### src/rtl/pipeline_hazard_ctrl_pkg.sv
// ----------------------------------------------------------------------------
// pipe_ctrl_pkg
// Shared definitions for the pipeline stall/flush sequencer: the FSM state
// encoding, the register-index width, the default SRAM timeout and the
// register-match helper used by the hazard detector.
// ----------------------------------------------------------------------------
package pipe_ctrl_pkg;

   typedef enum logic {
      ST_RUN  = 1'b0,
      ST_WAIT = 1'b1
   } state_e;

   localparam int REG_W       = 4;
   localparam int TIMEOUT_DEF = 64;

   // True when a producing stage's destination feeds one of the ID operands.
   // The second operand only counts when the instruction really reads it.
   function automatic logic src_hit(input logic [REG_W-1:0] dest,
                                    input logic [REG_W-1:0] src1,
                                    input logic [REG_W-1:0] src2,
                                    input logic             two_src);
      return (dest == src1) | (two_src & (dest == src2));
   endfunction

endpackage

### src/rtl/pipeline_hazard_ctrl_if.sv
// ----------------------------------------------------------------------------
// pipeline_hazard_ctrl_if
// Bundle between the pipeline datapath (master) and the hazard controller
// (slave).
//   datapath -> ctrl : id_src1/id_src2/id_two_src, exe_wb_en/exe_mem_r_en/
//                      exe_dest, mem_wb_en/mem_dest/mem_r_en/mem_w_en,
//                      branch_taken, sram_ready
//   ctrl -> datapath : freeze_if, flush_if_id, flush_id_ex, hold_back,
//                      mem_req, mem_err, stall_cnt, flush_cnt
// ----------------------------------------------------------------------------
interface pipeline_hazard_ctrl_if #(
   parameter int CNT_W = 16
) ();
   import pipe_ctrl_pkg::*;

   logic [REG_W-1:0] id_src1;
   logic [REG_W-1:0] id_src2;
   logic             id_two_src;
   logic             exe_wb_en;
   logic             exe_mem_r_en;
   logic [REG_W-1:0] exe_dest;
   logic             mem_wb_en;
   logic [REG_W-1:0] mem_dest;
   logic             mem_r_en;
   logic             mem_w_en;
   logic             branch_taken;
   logic             sram_ready;

   logic             freeze_if;
   logic             flush_if_id;
   logic             flush_id_ex;
   logic             hold_back;
   logic             mem_req;
   logic             mem_err;
   logic [CNT_W-1:0] stall_cnt;
   logic [CNT_W-1:0] flush_cnt;

   modport master (
      output id_src1, id_src2, id_two_src,
      output exe_wb_en, exe_mem_r_en, exe_dest,
      output mem_wb_en, mem_dest, mem_r_en, mem_w_en,
      output branch_taken, sram_ready,
      input  freeze_if, flush_if_id, flush_id_ex, hold_back,
      input  mem_req, mem_err, stall_cnt, flush_cnt
   );

   modport slave (
      input  id_src1, id_src2, id_two_src,
      input  exe_wb_en, exe_mem_r_en, exe_dest,
      input  mem_wb_en, mem_dest, mem_r_en, mem_w_en,
      input  branch_taken, sram_ready,
      output freeze_if, flush_if_id, flush_id_ex, hold_back,
      output mem_req, mem_err, stall_cnt, flush_cnt
   );

endinterface

### src/rtl/pipeline_hazard_ctrl_sat_counter.sv
// ----------------------------------------------------------------------------
// sat_counter
// Event counter that sticks at all-ones instead of wrapping.
//   clk_i   : clock
//   rst_i   : synchronous active-high reset (clears the count)
//   inc_i   : count one event this cycle
//   count_o : current count
// ----------------------------------------------------------------------------
module sat_counter #(
   parameter int W = 16
) (
   input  logic         clk_i,
   input  logic         rst_i,
   input  logic         inc_i,
   output logic [W-1:0] count_o
);

   localparam logic [W-1:0] CNT_MAX = {W{1'b1}};
   localparam logic [W-1:0] CNT_ONE = W'(1);

   logic [W-1:0] count_q;
   logic [W-1:0] count_d;

   // Next count: step on an event unless already saturated.
   always_comb begin
      count_d = count_q;
      if (inc_i && (count_q != CNT_MAX)) begin
         count_d = count_q + CNT_ONE;
      end else begin
         count_d = count_q;
      end
   end

   // Count register.
   always_ff @(posedge clk_i) begin
      if (rst_i) begin
         count_q <= '0;
      end else begin
         count_q <= count_d;
      end
   end

   assign count_o = count_q;

endmodule

### src/rtl/pipeline_hazard_ctrl.sv
// ----------------------------------------------------------------------------
// pipeline_hazard_ctrl
// Central stall/flush sequencer for the 5-stage pipeline. A MEM-stage load or
// store holds the whole pipeline until the SRAM answers (or the wait times
// out, which raises a sticky error). Outside a memory hold, a taken branch
// flushes IF/ID and ID/EX, otherwise a data hazard freezes IF and bubbles
// ID/EX. Stall and branch-flush cycles are counted with saturation.
//   clk_i, rst_i : clock, synchronous active-high reset
//   bus (slave)  : hazard inputs from the datapath, stage controls back,
//                  mem_err and the statistics counters
// ----------------------------------------------------------------------------
module pipeline_hazard_ctrl
   import pipe_ctrl_pkg::*;
#(
   parameter int FORWARD_EN = 1,
   parameter int TIMEOUT    = TIMEOUT_DEF,
   parameter int CNT_W      = 16
) (
   input  logic                 clk_i,
   input  logic                 rst_i,
   pipeline_hazard_ctrl_if.slave bus
);

   localparam int                WCNT_W   = $clog2(TIMEOUT + 1);
   localparam logic [WCNT_W-1:0] WCNT_MAX = WCNT_W'(TIMEOUT);
   localparam logic [WCNT_W-1:0] WCNT_ONE = WCNT_W'(1);
   localparam bit                FWD      = (FORWARD_EN != 0);

   state_e            state_q;
   state_e            state_d;
   logic [WCNT_W-1:0] wcnt_q;
   logic [WCNT_W-1:0] wcnt_d;
   logic              err_q;
   logic              err_d;

   logic              mem_op_s;
   logic              exe_hit_s;
   logic              mem_hit_s;
   logic              hazard_s;
   logic              freeze_raw_s;
   logic              flush_ifid_raw_s;
   logic              flush_idex_raw_s;
   logic              hold_raw_s;
   logic              req_raw_s;
   logic              freeze_s;
   logic              branch_flush_s;
   logic [CNT_W-1:0]  stall_cnt_s;
   logic [CNT_W-1:0]  flush_cnt_s;

   assign mem_op_s  = bus.mem_r_en | bus.mem_w_en;
   assign exe_hit_s = src_hit(bus.exe_dest, bus.id_src1, bus.id_src2, bus.id_two_src);
   assign mem_hit_s = src_hit(bus.mem_dest, bus.id_src1, bus.id_src2, bus.id_two_src);

   // With forwarding only a load in EXE cannot be bypassed in time; without
   // it, any pending write in EXE or MEM must retire first.
   assign hazard_s = FWD ? (bus.exe_wb_en & bus.exe_mem_r_en & exe_hit_s)
                         : ((bus.exe_wb_en & exe_hit_s) | (bus.mem_wb_en & mem_hit_s));

   // Next state, wait counter, error flag and raw stage controls.
   always_comb begin
      state_d          = state_q;
      wcnt_d           = wcnt_q;
      err_d            = err_q;
      req_raw_s        = 1'b0;
      hold_raw_s       = 1'b0;
      freeze_raw_s     = 1'b0;
      flush_ifid_raw_s = 1'b0;
      flush_idex_raw_s = 1'b0;

      case (state_q)
         ST_RUN: begin
            if (mem_op_s) begin
               req_raw_s    = 1'b1;
               hold_raw_s   = 1'b1;
               freeze_raw_s = 1'b1;
               state_d      = ST_WAIT;
               wcnt_d       = WCNT_ONE;
            end else begin
               state_d      = ST_RUN;
            end
         end
         ST_WAIT: begin
            req_raw_s = 1'b1;
            if (bus.sram_ready) begin
               state_d = ST_RUN;
               wcnt_d  = '0;
            end else if (wcnt_q == WCNT_MAX) begin
               // Give up on the SRAM: release as if it answered, flag it.
               err_d   = 1'b1;
               state_d = ST_RUN;
               wcnt_d  = '0;
            end else begin
               hold_raw_s   = 1'b1;
               freeze_raw_s = 1'b1;
               wcnt_d       = wcnt_q + WCNT_ONE;
            end
         end
         default: begin
            state_d = ST_RUN;
            wcnt_d  = '0;
         end
      endcase

      // Branch and hazard only act when the memory is not holding the
      // pipeline; a branch held in EXE therefore fires in the release cycle.
      if (!hold_raw_s && bus.branch_taken) begin
         flush_ifid_raw_s = 1'b1;
         flush_idex_raw_s = 1'b1;
         freeze_raw_s     = 1'b0;
      end else if (!hold_raw_s && hazard_s) begin
         freeze_raw_s     = 1'b1;
         flush_idex_raw_s = 1'b1;
      end else begin
         flush_ifid_raw_s = 1'b0;
      end
   end

   // FSM state, wait counter and sticky error flag.
   always_ff @(posedge clk_i) begin
      if (rst_i) begin
         state_q <= ST_RUN;
         wcnt_q  <= '0;
         err_q   <= 1'b0;
      end else begin
         state_q <= state_d;
         wcnt_q  <= wcnt_d;
         err_q   <= err_d;
      end
   end

   // Controls are forced quiet while reset is applied.
   assign freeze_s       = freeze_raw_s & ~rst_i;
   assign branch_flush_s = flush_ifid_raw_s & ~rst_i;

   sat_counter #(.W(CNT_W)) u_stall_cnt (
      .clk_i   (clk_i),
      .rst_i   (rst_i),
      .inc_i   (freeze_s),
      .count_o (stall_cnt_s)
   );

   // Only a branch raises flush_if_id, so it marks a branch-flush cycle.
   sat_counter #(.W(CNT_W)) u_flush_cnt (
      .clk_i   (clk_i),
      .rst_i   (rst_i),
      .inc_i   (branch_flush_s),
      .count_o (flush_cnt_s)
   );

   assign bus.freeze_if   = freeze_s;
   assign bus.flush_if_id = branch_flush_s;
   assign bus.flush_id_ex = flush_idex_raw_s & ~rst_i;
   assign bus.hold_back   = hold_raw_s & ~rst_i;
   assign bus.mem_req     = req_raw_s & ~rst_i;
   assign bus.mem_err     = err_q;
   assign bus.stall_cnt   = stall_cnt_s;
   assign bus.flush_cnt   = flush_cnt_s;

endmodule
### src/flat_wrapper.sv
// flat-port wrapper written by rule: the top's interface ports become plain ports
module pipeline_hazard_ctrl_flat import pipe_ctrl_pkg::*;
#(
   parameter int FORWARD_EN = 1,
   parameter int TIMEOUT    = TIMEOUT_DEF,
   parameter int CNT_W      = 16
)
  (clk_i, rst_i, bus_id_src1, bus_id_src2, bus_id_two_src, bus_exe_wb_en, bus_exe_mem_r_en, bus_exe_dest, bus_mem_wb_en, bus_mem_dest, bus_mem_r_en, bus_mem_w_en, bus_branch_taken, bus_sram_ready, bus_freeze_if, bus_flush_if_id, bus_flush_id_ex, bus_hold_back, bus_mem_req, bus_mem_err, bus_stall_cnt, bus_flush_cnt);
  pipeline_hazard_ctrl_if #(.CNT_W(CNT_W)) bus_i ();
  input  logic clk_i;
  input  logic rst_i;
  input wire logic [$bits(bus_i.id_src1)-1:0] bus_id_src1;
  input wire logic [$bits(bus_i.id_src2)-1:0] bus_id_src2;
  input wire logic [$bits(bus_i.id_two_src)-1:0] bus_id_two_src;
  input wire logic [$bits(bus_i.exe_wb_en)-1:0] bus_exe_wb_en;
  input wire logic [$bits(bus_i.exe_mem_r_en)-1:0] bus_exe_mem_r_en;
  input wire logic [$bits(bus_i.exe_dest)-1:0] bus_exe_dest;
  input wire logic [$bits(bus_i.mem_wb_en)-1:0] bus_mem_wb_en;
  input wire logic [$bits(bus_i.mem_dest)-1:0] bus_mem_dest;
  input wire logic [$bits(bus_i.mem_r_en)-1:0] bus_mem_r_en;
  input wire logic [$bits(bus_i.mem_w_en)-1:0] bus_mem_w_en;
  input wire logic [$bits(bus_i.branch_taken)-1:0] bus_branch_taken;
  input wire logic [$bits(bus_i.sram_ready)-1:0] bus_sram_ready;
  output wire logic [$bits(bus_i.freeze_if)-1:0] bus_freeze_if;
  output wire logic [$bits(bus_i.flush_if_id)-1:0] bus_flush_if_id;
  output wire logic [$bits(bus_i.flush_id_ex)-1:0] bus_flush_id_ex;
  output wire logic [$bits(bus_i.hold_back)-1:0] bus_hold_back;
  output wire logic [$bits(bus_i.mem_req)-1:0] bus_mem_req;
  output wire logic [$bits(bus_i.mem_err)-1:0] bus_mem_err;
  output wire logic [$bits(bus_i.stall_cnt)-1:0] bus_stall_cnt;
  output wire logic [$bits(bus_i.flush_cnt)-1:0] bus_flush_cnt;
  assign bus_i.id_src1 = bus_id_src1;
  assign bus_i.id_src2 = bus_id_src2;
  assign bus_i.id_two_src = bus_id_two_src;
  assign bus_i.exe_wb_en = bus_exe_wb_en;
  assign bus_i.exe_mem_r_en = bus_exe_mem_r_en;
  assign bus_i.exe_dest = bus_exe_dest;
  assign bus_i.mem_wb_en = bus_mem_wb_en;
  assign bus_i.mem_dest = bus_mem_dest;
  assign bus_i.mem_r_en = bus_mem_r_en;
  assign bus_i.mem_w_en = bus_mem_w_en;
  assign bus_i.branch_taken = bus_branch_taken;
  assign bus_i.sram_ready = bus_sram_ready;
  assign bus_freeze_if = bus_i.freeze_if;
  assign bus_flush_if_id = bus_i.flush_if_id;
  assign bus_flush_id_ex = bus_i.flush_id_ex;
  assign bus_hold_back = bus_i.hold_back;
  assign bus_mem_req = bus_i.mem_req;
  assign bus_mem_err = bus_i.mem_err;
  assign bus_stall_cnt = bus_i.stall_cnt;
  assign bus_flush_cnt = bus_i.flush_cnt;
  pipeline_hazard_ctrl #(.FORWARD_EN(FORWARD_EN), .TIMEOUT(TIMEOUT), .CNT_W(CNT_W)) u_core (.clk_i(clk_i), .rst_i(rst_i), .bus(bus_i));
endmodule
### config.mk
export PLATFORM = sky130hd
export DESIGN_NAME = pipeline_hazard_ctrl_flat
export DESIGN_NICKNAME = d
export VERILOG_FILES = /design/src/rtl/pipeline_hazard_ctrl_pkg.sv /design/src/rtl/pipeline_hazard_ctrl_if.sv /design/src/rtl/pipeline_hazard_ctrl_sat_counter.sv /design/src/rtl/pipeline_hazard_ctrl.sv /design/src/flat_wrapper.sv
export SDC_FILE = /design/constraint.sdc
export NUM_CORES = 1
export LEC_CHECK = 0
export BUFFER_PORTS_ARGS = -buffer_cell sky130_fd_sc_hd__buf_2
export CORE_ASPECT_RATIO = 0.7
export CORE_MARGIN = 1
export CORE_UTILIZATION = 54
export CTS_BUF_LIST = sky130_fd_sc_hd__clkbuf_8
export DETAILED_ROUTE_END_ITERATION = 12
export PLACE_DENSITY_LB_ADDON = 0.1
export SLEW_MARGIN = 20
export SYNTH_ARGS = -nofsm -noshare
export SYNTH_HDL_FRONTEND = slang
export SYNTH_HIERARCHICAL = 1
export SYNTH_SLANG_ARGS = --single-unit
### constraint.sdc
create_clock -name clk_i -period 2.8 [get_ports clk_i]
set_input_delay 0.56 -clock clk_i [delete_from_list [all_inputs] [get_ports clk_i]]
set_output_delay 0.56 -clock clk_i [all_outputs]
set_load 0.05 [all_outputs]
==> flow_summary.json, run 1 <==
{
  "ys_warn_count": 6,
  "routed_wirelength_um": 5240,
  "dp_hpwl_um": 3750,
  "drive_above_1_share": 0.274,
  "design_power_total_mw": 1.21,
  "syn_avg_cell_area_um2": 8.67,
  "pwr-share-clk": 0.404,
  "globalplace.congestion": 0.767,
  "cp_max_fo": 8,
  "p_leak_nw": 1.11,
  "synth_area_um2": 2300,
  "use_met3": 0.0553,
  "io-pin-count": 64,
  "hold_path.class": "flop to flop",
  "vias": 2245,
  "antenna_found_initial": 0,
  "combPwrFrac": 0.103,
  "synth_seq_cells": 41,
  "dp_cells": 372,
  "ys.flop_type": "dfxtp_1",
  "slew_headroom": 0.527,
  "power_frac_seq": 0.493,
  "grt-busiest-layer": "met2",
  "fin_crit_sh": 0.948,
  "async_flop_share": 0,
  "p_switching_mw": 0.290,
  "numCtsBuffers": 5,
  "grt_max_degree": 36,
  "slew_viol_final": 0,
  "worst-setup-path-type": "flop to primary output",
  "final_cell_mix": "57 x buf_2, 41 x dfxtp_1, 24 x nor2_1, 21 x a21oi_1, 15 x nand3_1",
  "synthToLayoutAreaGrowth_pct": 21.7,
  "firstDrtPassIters": 4,
  "rsz0062_at_grt": "yes",
  "final_common_cell": "buf_2",
  "tightest_slew_ps": 701,
  "routed_via_density": 5.89,
  "met1_usage": 0.344,
  "drc": 0,
  "grt_use_total": 0.250,
  "grt_pass1_vias": 1971,
  "die-width_um": 80.0,
  "port-buffer-count": 58,
  "internal-power_mw": 0.921,
  "fin_skew_ps": 5.54,
  "layout.cells.non_filler": 381,
  "dpl_cell_area_um2": 2660,
  "ir_drop_mv": 0.285,
  "rows": 19,
  "switching_share": 0.240,
  "setup_viol": 0,
  "dieArea_um2": 4520,
  "synth_cells": 265,
  "crit_path_end_kind": "primary output",
  "initialDrtViolationCount": 103,
  "grtUsageMet2": 0.383,
  "synth_edf_count": 0,
  "tritoncts": "built",
  "start_kind": "flop",
  "grt-ovfl-total": 0,
  "clockRootBuffer": "clkbuf_8",
  "cts_buffer_depth": 2,
  "fin_area_um2": 2800,
  "power_density_nw_per_um2": 433,
  "nNetsFinal": 358,
  "hold_slack_ps": 477,
  "max_freq_mhz": 377,
  "maxCapViolations": 0,
  "clock_latency_ps": 290,
  "tns_ps": 0,
  "finalCriticalPeriod_ps": 2660,
  "syn_nets": 295,
  "finalHoldViolations": 0,
  "die_height_um": 56.6,
  "yosysSeqAreaShare": 0.357,
  "ys_types": 45,
  "antenna_left": 0,
  "status": "completed",
  "required_ps": 2240,
  "path_clk_slew_ps": 80,
  "start_util": 0.575,
  "arrival_ps": 2100,
  "diodes": 0,
  "grt_first_pass_wirelength_um": 8850,
  "core-area_um2": 3990,
  "routedWlPerCell_um": 13.8,
  "htree_levels": 2,
  "cts_sinks": 41
}
-- worst max-delay path, stage by stage (launching register included) --
cell and delay (ps):
dfxtp_1 350, inv_1 80, ha_1 150, nand2b_1 100, o41ai_4 380, o21ai_2 130
nor2b_4 150, a21o_2 240, buf_2 230
-- power groups by stage --
stage / clock network, mW / logic (mW) / registers (mW)
floorplan: 0 / 0.0722 / 0.621
global placement: 0 / 0.117 / 0.611
detailed placement: 0 / 0.120 / 0.611
CTS: 0.503 / 0.121 / 0.597
global route: 0.530 / 0.136 / 0.599
finish: 0.490 / 0.124 / 0.597
-- layer usage --
layer / wire length [µm] / up-vias
li1: - / 1125
met2: 2300 / 63
met3: 257 / 7
met4: 55 / 0
met1: 2630 / 1050
met5: 0 / -
-- final timing paths --
check                                  startpoint                                         end  slack [ps]  cells past startpoint
setup / recovery    u_core/wcnt_q[0]$_SDFFE_PP0N_                               bus_freeze_if         140                      8
hold / removal    u_core/bus.mem_err$_SDFFE_PP0P_             u_core/bus.mem_err$_SDFFE_PP0P_         480                      2
setup reg to reg    u_core/wcnt_q[0]$_SDFFE_PP0N_  u_core/u_flush_cnt/count_o[6]$_SDFFE_PP0P_         220                     12
hold reg to reg   u_core/bus.mem_err$_SDFFE_PP0P_             u_core/bus.mem_err$_SDFFE_PP0P_         480                      2
-- stage by stage --
step / worst slack (ps) / utilization
after floorplan: 150 / -
after global placement: 294 / 0.666
after detailed placement: 228 / 0.666
after CTS: 94.4 / 0.695
after global routing: -2.88 / 0.700
final: 145 / 0.700
-- repair_timing --
item                       4_1_cts  5_1_grt
hold buffers                     0        0
setup buffers                    0        1
gates resized for setup          0        6
setup endpoints to repair        0        2
-- cell usage after synthesis, types with 3 or more instances --
cell type | n | share of area
nor2_1 | 25 | 0.041
xnor2_1 | 8 | 0.031
o31ai_1 | 12 | 0.039
nand4_1 | 8 | 0.022
dfxtp_1 | 41 | 0.36
or3_1 | 6 | 0.016
nand2_1 | 13 | 0.021
ha_1 | 4 | 0.022
nor2b_1 | 5 | 0.014
clkbuf_1 | 4 | 0.0065
a21oi_1 | 21 | 0.046
xor2_1 | 9 | 0.034
o41ai_1 | 3 | 0.011
inv_1 | 8 | 0.013
nor4_1 | 5 | 0.014
nand3_1 | 15 | 0.033
or4_1 | 14 | 0.046
o21a_1 | 3 | 0.0098
o21ai_0 | 8 | 0.017
nor3_1 | 11 | 0.024
and4_1 | 6 | 0.023
-- sequential cells by signal, indices dropped and copies added, names as in the netlist --
| register | flops |
|---|---|
| u_core/u_flush_cnt/count_o | 16 |
| u_core/u_stall_cnt/count_o | 16 |
| u_core/wcnt_q | 7 |
| u_core/bus.mem_err | 1 |
| u_core/state_q | 1 |
-- logic make-up after synthesis --
kind of cell | Yosys count | synth area share
buffers and inverters | 17 | 0.0305
and+or+nand+nor | 127 | 0.346
AOI/OAI and AO/OA | 55 | 0.161
adders and majority gates | 4 | 0.0218
xor gates and xnor gates | 17 | 0.0648
DFF | 41 | 0.357
muxes | 4 | 0.0185
-- final cells by class --
type	instances	area [µm²]
Timing Repair Buffer	65	349
Tap cell	52	65.1
Fill cell	354	1200
Inverter	8	30.0
Sequential cell	41	821
Multi-Input combinational cell	207	1410
Clock buffer	6	82.6
Clock inverter	2	33.8
Power figures use the tool's default switching activity.
==> run 2, diff against run 1 <==
- ABC_AREA: default -> 1
- CORE_UTILIZATION: 54 -> 55
- CTS_BUF_LIST: sky130_fd_sc_hd__clkbuf_8 -> sky130_fd_sc_hd__clkbuf_4 sky130_fd_sc_hd__clkbuf_8
- REMOVE_ABC_BUFFERS: default -> 1
==> run 2 against run 1 <==
Compared with the run above: final cell count rose by 38%; die area rose by 8.3%; setup slack improved by 180 ps; register-to-register slack improved by 430 ps; clock skew rose by 3.7 ps; clock power fell by 22%; cell area rose by 6.2%; hold slack got worse by 7.7 ps; critical endpoint unchanged; largest power group unchanged; highest routed layer unchanged.
==> flow_summary.json, run 2 <==
{
  "antenna_left": 0,
  "synth_cells": 409,
  "cts_buffer_depth": 2,
  "clock_latency_ps": 290,
  "fin_skew_ps": 9.22,
  "yosysSeqAreaShare": 0.323,
  "grt_first_pass_wirelength_um": 9290,
  "required_ps": 2240,
  "cts_sinks": 41,
  "grt_max_degree": 17,
  "async_flop_share": 0,
  "rows": 20,
  "port-buffer-count": 58,
  "diodes": 0,
  "ys.flop_type": "dfxtp_1",
  "n_fill_cell": 443,
  "cp_max_fo": 9,
  "reg2reg_to": "u_core/u_flush_cnt/count_o[13]$_SDFFE_PP0P_",
  "routedWlPerCell_um": 10.2,
  "tns_ps": 0,
  "synth_edf_count": 0,
  "synth_common_cells": "120 x nand2_1, 87 x nor2_1, 44 x inv_1, 41 x dfxtp_1, 29 x nand3_1",
  "firstDrtPassIters": 4,
  "start_kind": "flop",
  "finalCriticalPeriod_ps": 2480,
  "tightest_slew_ps": 512,
  "io-pin-count": 64,
  "final_common_cell": "nand2_1",
  "yosysTopAreaCell": "dfxtp_1",
  "clockRootBuffer": "clkbuf_8",
  "cts_resized": 0,
  "hold_path.class": "flop to flop",
  "crit_path_end_kind": "primary output",
  "p_leak_nw": 1.44,
  "finalHoldViolations": 0,
  "post_cts_buffers": 0,
  "nNetsFinal": 501,
  "vias": 2592,
  "numCtsBuffers": 5,
  "holdPathStages": 2,
  "syn_avg_cell_area_um2": 6.21,
  "r2r_setup_slack_ps": 650,
  "utilization": 0.678,
  "final_cell_mix": "120 x nand2_1, 87 x nor2_1, 58 x buf_2, 44 x inv_1, 41 x dfxtp_1",
  "worst-setup-path-type": "flop to primary output",
  "routed_wirelength_um": 5390,
  "drive_above_1_share": 0.233,
  "holdBufCountCts": 0,
  "grt-ovfl-total": 0,
  "synth_area_um2": 2540,
  "htree_levels": 2,
  "rsz0062_at_grt": "no",
  "dp_cells": 519,
  "initialDrtViolationCount": 193,
  "synth_seq_cells": 41,
  "status": "completed",
  "maxCapViolations": 0,
  "die_height_um": 58.9,
  "tritoncts": "built",
  "die-width_um": 83.2,
  "start_util": 0.580,
  "ys_warn_count": 6,
  "crit_path_start": "u_core/wcnt_q[0]$_SDFFE_PP0N_",
  "antenna_found_initial": 0,
  "routed_via_density": 4.92,
  "dp_hpwl_um": 4120,
  "ys_types": 25,
  "drc": 0,
  "path_clk_slew_ps": 80,
  "synth_top_area_frac": 0.323,
  "rr_worst_depth": 15,
  "hold_start": "u_core/bus.mem_err$_SDFFE_PP0P_",
  "layout.cells.non_filler": 527,
  "globalplace.congestion": 0.913,
  "slew_viol_final": 0,
  "grt_use_total": 0.233,
  "fin_crit_sh": 0.884,
  "core-area_um2": 4380,
  "power_density_nw_per_um2": 382,
  "multi_input_area_um2": 1520,
  "rr_startpoint": "u_core/wcnt_q[0]$_SDFFE_PP0N_",
  "setup_viol": 0,
  "slew_headroom": 0.658,
  "max_freq_mhz": 404,
  "synth_area_leaders": "dfxtp_1 32%, nand2_1 18%, nor2_1 13%, inv_1 6.5%, nand3_1 5.7%",
  "design_power_total_mw": 1.13,
  "fin_area_um2": 2970,
  "synthMostInstantiatedCell": "nand2_1",
  "ir_drop_mv": 0.239,
  "grt_pass1_vias": 2115,
  "dieArea_um2": 4900,
  "synthToLayoutAreaGrowth_pct": 16.8,
  "arrival_ps": 1920,
  "final-seq-area_um2": 821,
  "dpl_cell_area_um2": 2880,
  "min_to": "u_core/bus.mem_err$_SDFFE_PP0P_"
}
==> run 2: cell count changes in the layout (fill, tap and decap cells not counted), sizes merged, moves of 8 or more <==
cell   before  now
nor2       25  115
nand2      15  128
nor3       11    3
nand3      15   30
inv         9   46
or4        14    0
o31ai      12    0
==> run 2: logic make-up (layout without fill, tap and decap cells) <==
family | count (synthesis) | count (layout) | share of synthesized area
XOR/XNOR | 6 | 6 | 0.0207
buffers and inverters | 50 | 113 | 0.0778
AND/OR/NAND/NOR | 287 | 287 | 0.515
flip-flops | 41 | 41 | 0.323
AO/OA/AOI/OAI | 21 | 21 | 0.0443
adder cells (fa/ha/maj) | 4 | 4 | 0.0197
==> run 2: metrics by stage <==
step	setup WS, ps	hold WS (ps)
final	324	470
after global placement	437	458
after floorplan	114	475
after CTS	319	481
after global routing	162	529
after detailed placement	434	460
==> run 2: how the worst max path moves through the flow <==
stage | end | slack [ps] | cells after the start
6_report | bus_freeze_if | 320 | 10
5_1_grt | bus_freeze_if | 160 | 10
4_1_cts | bus_flush_if_id | 320 | 10
3_5_place_dp | bus_freeze_if | 430 | 10
3_3_place_gp | bus_freeze_if | 440 | 10
2_1_floorplan | u_core/u_flush_cnt/count_o[13]$_SDFFE_PP0P_ | 110 | 14
==> run 2: metal layers <==
layer	routed length (µm)	vias up	global-route usage
met5	0	-	0
met4	33	0	0.0616
met3	268	5	0.0477
met2	2180	69	0.348
met1	2900	1121	0.344
li1	-	1397	-
==> run 2: worst max-delay path, stage by stage (launching register included) <==
cell	delay, ps
dfxtp_1	410
inv_1	90
ha_1	190
inv_1	50
nor2_1	40
nand4_2	90
nand2_2	80
nand2_1	60
nand2_1	80
o21ai_2	180
buf_2	340
==> run 2: power breakdown <==
part / internal (mW) / leakage, nW / switching [mW] / total (mW)
Sequential: 0.591 / 0.331 / 0.00823 / 0.599
Clock: 0.172 / 0.0439 / 0.210 / 0.382
Combinational: 0.0478 / 1.06 / 0.106 / 0.153
Total: 0.811 / 1.44 / 0.324 / 1.13
==> run 2: cell type report <==
class	instances	share of cell area
Clock buffer	5	0.0232
Tap cell	55	0.0232
Sequential cell	41	0.276
Timing Repair Buffer	59	0.100
Inverter	46	0.0582
Clock inverter	3	0.00590
Multi-Input combinational cell	318	0.513
==> run 3, diff against run 2 <==
- CORE_UTILIZATION: 55 -> 50
- clock period: 2.8 -> 2 ns (I/O delays scaled with it)
==> run 3 against run 2 <==
Compared with the run above: the flow now finishes with violations (setup timing); cell area rose by 10%; die area rose by 9.7%; setup slack got worse by 360 ps; largest cell class unchanged.
==> flow_summary.json, run 3 (same netlist as run 2, synthesis figures left out) <==
{
  "maxCapViolations": 0,
  "arrival_ps": 1640,
  "numCtsBuffers": 5,
  "rsz0062_at_grt": "yes",
  "tritoncts": "built",
  "crit_path_end_kind": "primary output",
  "clock_latency_ps": 300,
  "path_clk_slew_ps": 80,
  "grt_pass1_vias": 2247,
  "fin_crit_sh": 1.02,
  "start_util": 0.526,
  "status": "finished, violations left",
  "setup_viol": 3,
  "power_density_nw_per_um2": 509,
  "tightest_slew_ps": 538,
  "routedWlPerCell_um": 10.9,
  "ir_drop_mv": 0.347,
  "routed_wirelength_um": 6050,
  "core-area_um2": 4830,
  "worst-setup-path-type": "flop to primary output",
  "required_ps": 1600,
  "clockRootBuffer": "clkbuf_8",
  "finalHoldViolations": 0,
  "grt_max_degree": 17,
  "nNetsFinal": 517,
  "dp_hpwl_um": 4470,
  "layout.cells.non_filler": 557,
  "drive_above_1_share": 0.301,
  "tns_ps": -63.9,
  "fin_skew_ps": 10.6,
  "cts_buffer_depth": 2,
  "routed_via_density": 4.87,
  "holdBufCountCts": 0,
  "port-buffer-count": 58,
  "grt-ovfl-total": 0,
  "diodes": 0,
  "start_kind": "flop",
  "die-width_um": 87.2,
  "rows": 21,
  "cts_sinks": 41,
  "cp_max_fo": 3,
  "drc": 0,
  "grt_first_pass_wirelength_um": 9960,
  "p_leak_nw": 1.53,
  "slew_headroom": 0.641,
  "antenna_left": 0,
  "hold_path.class": "input port to flop",
  "globalplace.congestion": 0.810,
  "slew_viol_final": 0,
  "io-pin-count": 64,
  "utilization": 0.676,
  "htree_levels": 2,
  "vias": 2714,
  "synthToLayoutAreaGrowth_pct": 28.6,
  "antenna_found_initial": 0,
  "failed_checks": "setup timing",
  "firstDrtPassIters": 4,
  "max_freq_mhz": 491,
  "grt_use_total": 0.240,
  "final_cell_mix": "118 x nand2_1, 81 x nor2_1, 54 x buf_2, 39 x inv_1, 39 x dfxtp_1",
  "fin_ws_ps": -37.1,
  "initialDrtViolationCount": 170,
  "die_height_um": 61.6,
  "dieArea_um2": 5380,
  "dp_cells": 544,
  "finalCriticalPeriod_ps": 2040,
  "final_common_cell": "nand2_1"
}
run 3: cell count changes in the layout (fill, tap and decap cells not counted), moves of 5 or more:
cell / before / now
inv_2: 2 / 7
buf_6: 0 / 6
nor2_1: 87 / 81
buf_4: 1 / 13
inv_1: 44 / 39
run 3: metrics by stage:
step	cell area, µm²	setup WS (ps)	power, mW	hold slack [ps]
2_1_floorplan	2520	-686	1.01	469
3_3_place_gp	2980	-14.0	1.09	480
3_5_place_dp	2980	-44.7	1.09	475
4_1_cts	3210	-93.2	1.67	337
5_1_grt	3270	-126	1.75	355
6_report	3270	-37.1	1.66	346
run 3: path summary, 6_finish.rpt:
kind	start	end	slack, ps	cells after the start
worst min register to register	u_core/bus.mem_err$_SDFFE_PP0P_	u_core/bus.mem_err$_SDFFE_PP0P_	510	2
worst max-delay path	u_core/wcnt_q[0]$_SDFFE_PP0N_	bus_flush_id_ex	-40	10
worst min-delay path	rst_i	u_core/wcnt_q[0]$_SDFFE_PP0N_	350	2
worst max register to register	u_core/wcnt_q[0]$_SDFFE_PP0N_	u_core/u_flush_cnt/count_o[14]$_SDFFE_PP0P_	30	17
run 3: report_power, final:
part | internal, mW | total (mW) | leakage (nW) | switching [mW]
clock | 0.241 | 0.545 | 0.0439 | 0.304
combinational | 0.109 | 0.282 | 1.15 | 0.173
sequential | 0.827 | 0.837 | 0.332 | 0.00971
total | 1.18 | 1.66 | 1.53 | 0.487
run 3: worst max-delay path, cell delays in order (launching register included):
cell and delay (ps):
dfxtp_2 330, inv_2 60, ha_4 120, inv_2 40
nor2_4 90, nand4_4 100, nand2_4 110, nand3_4 80
buf_6 140, a21oi_4 100, buf_6 170
run 3: final cells by class:
cell class,instances,area [µm²]
tap,69,86.3
sequential,41,823
clock inverter,3,17.5
multi-input combinational,318,1630
fill,442,1570
inverter,46,173
timing repair buffer,75,465
clock buffer,5,68.8
run 3: repair_timing:
action | 4_1_cts | 5_1_grt
pin swaps | 4 | 7
resized for setup | 29 | 15
buffers inserted | 6 | 0
endpoints found under the setup margin | 9 | 23
run 3: layer usage:
layer	part of all wire	global-route usage	routed length [µm]	vias to the layer above
met2	0.43	0.381	2580	80
li1	-	-	-	1427
met5	0	0	0	-
met1	0.50	0.337	3020	1202
met4	0.0091	0.0632	55	0
met3	0.065	0.0456	393	5
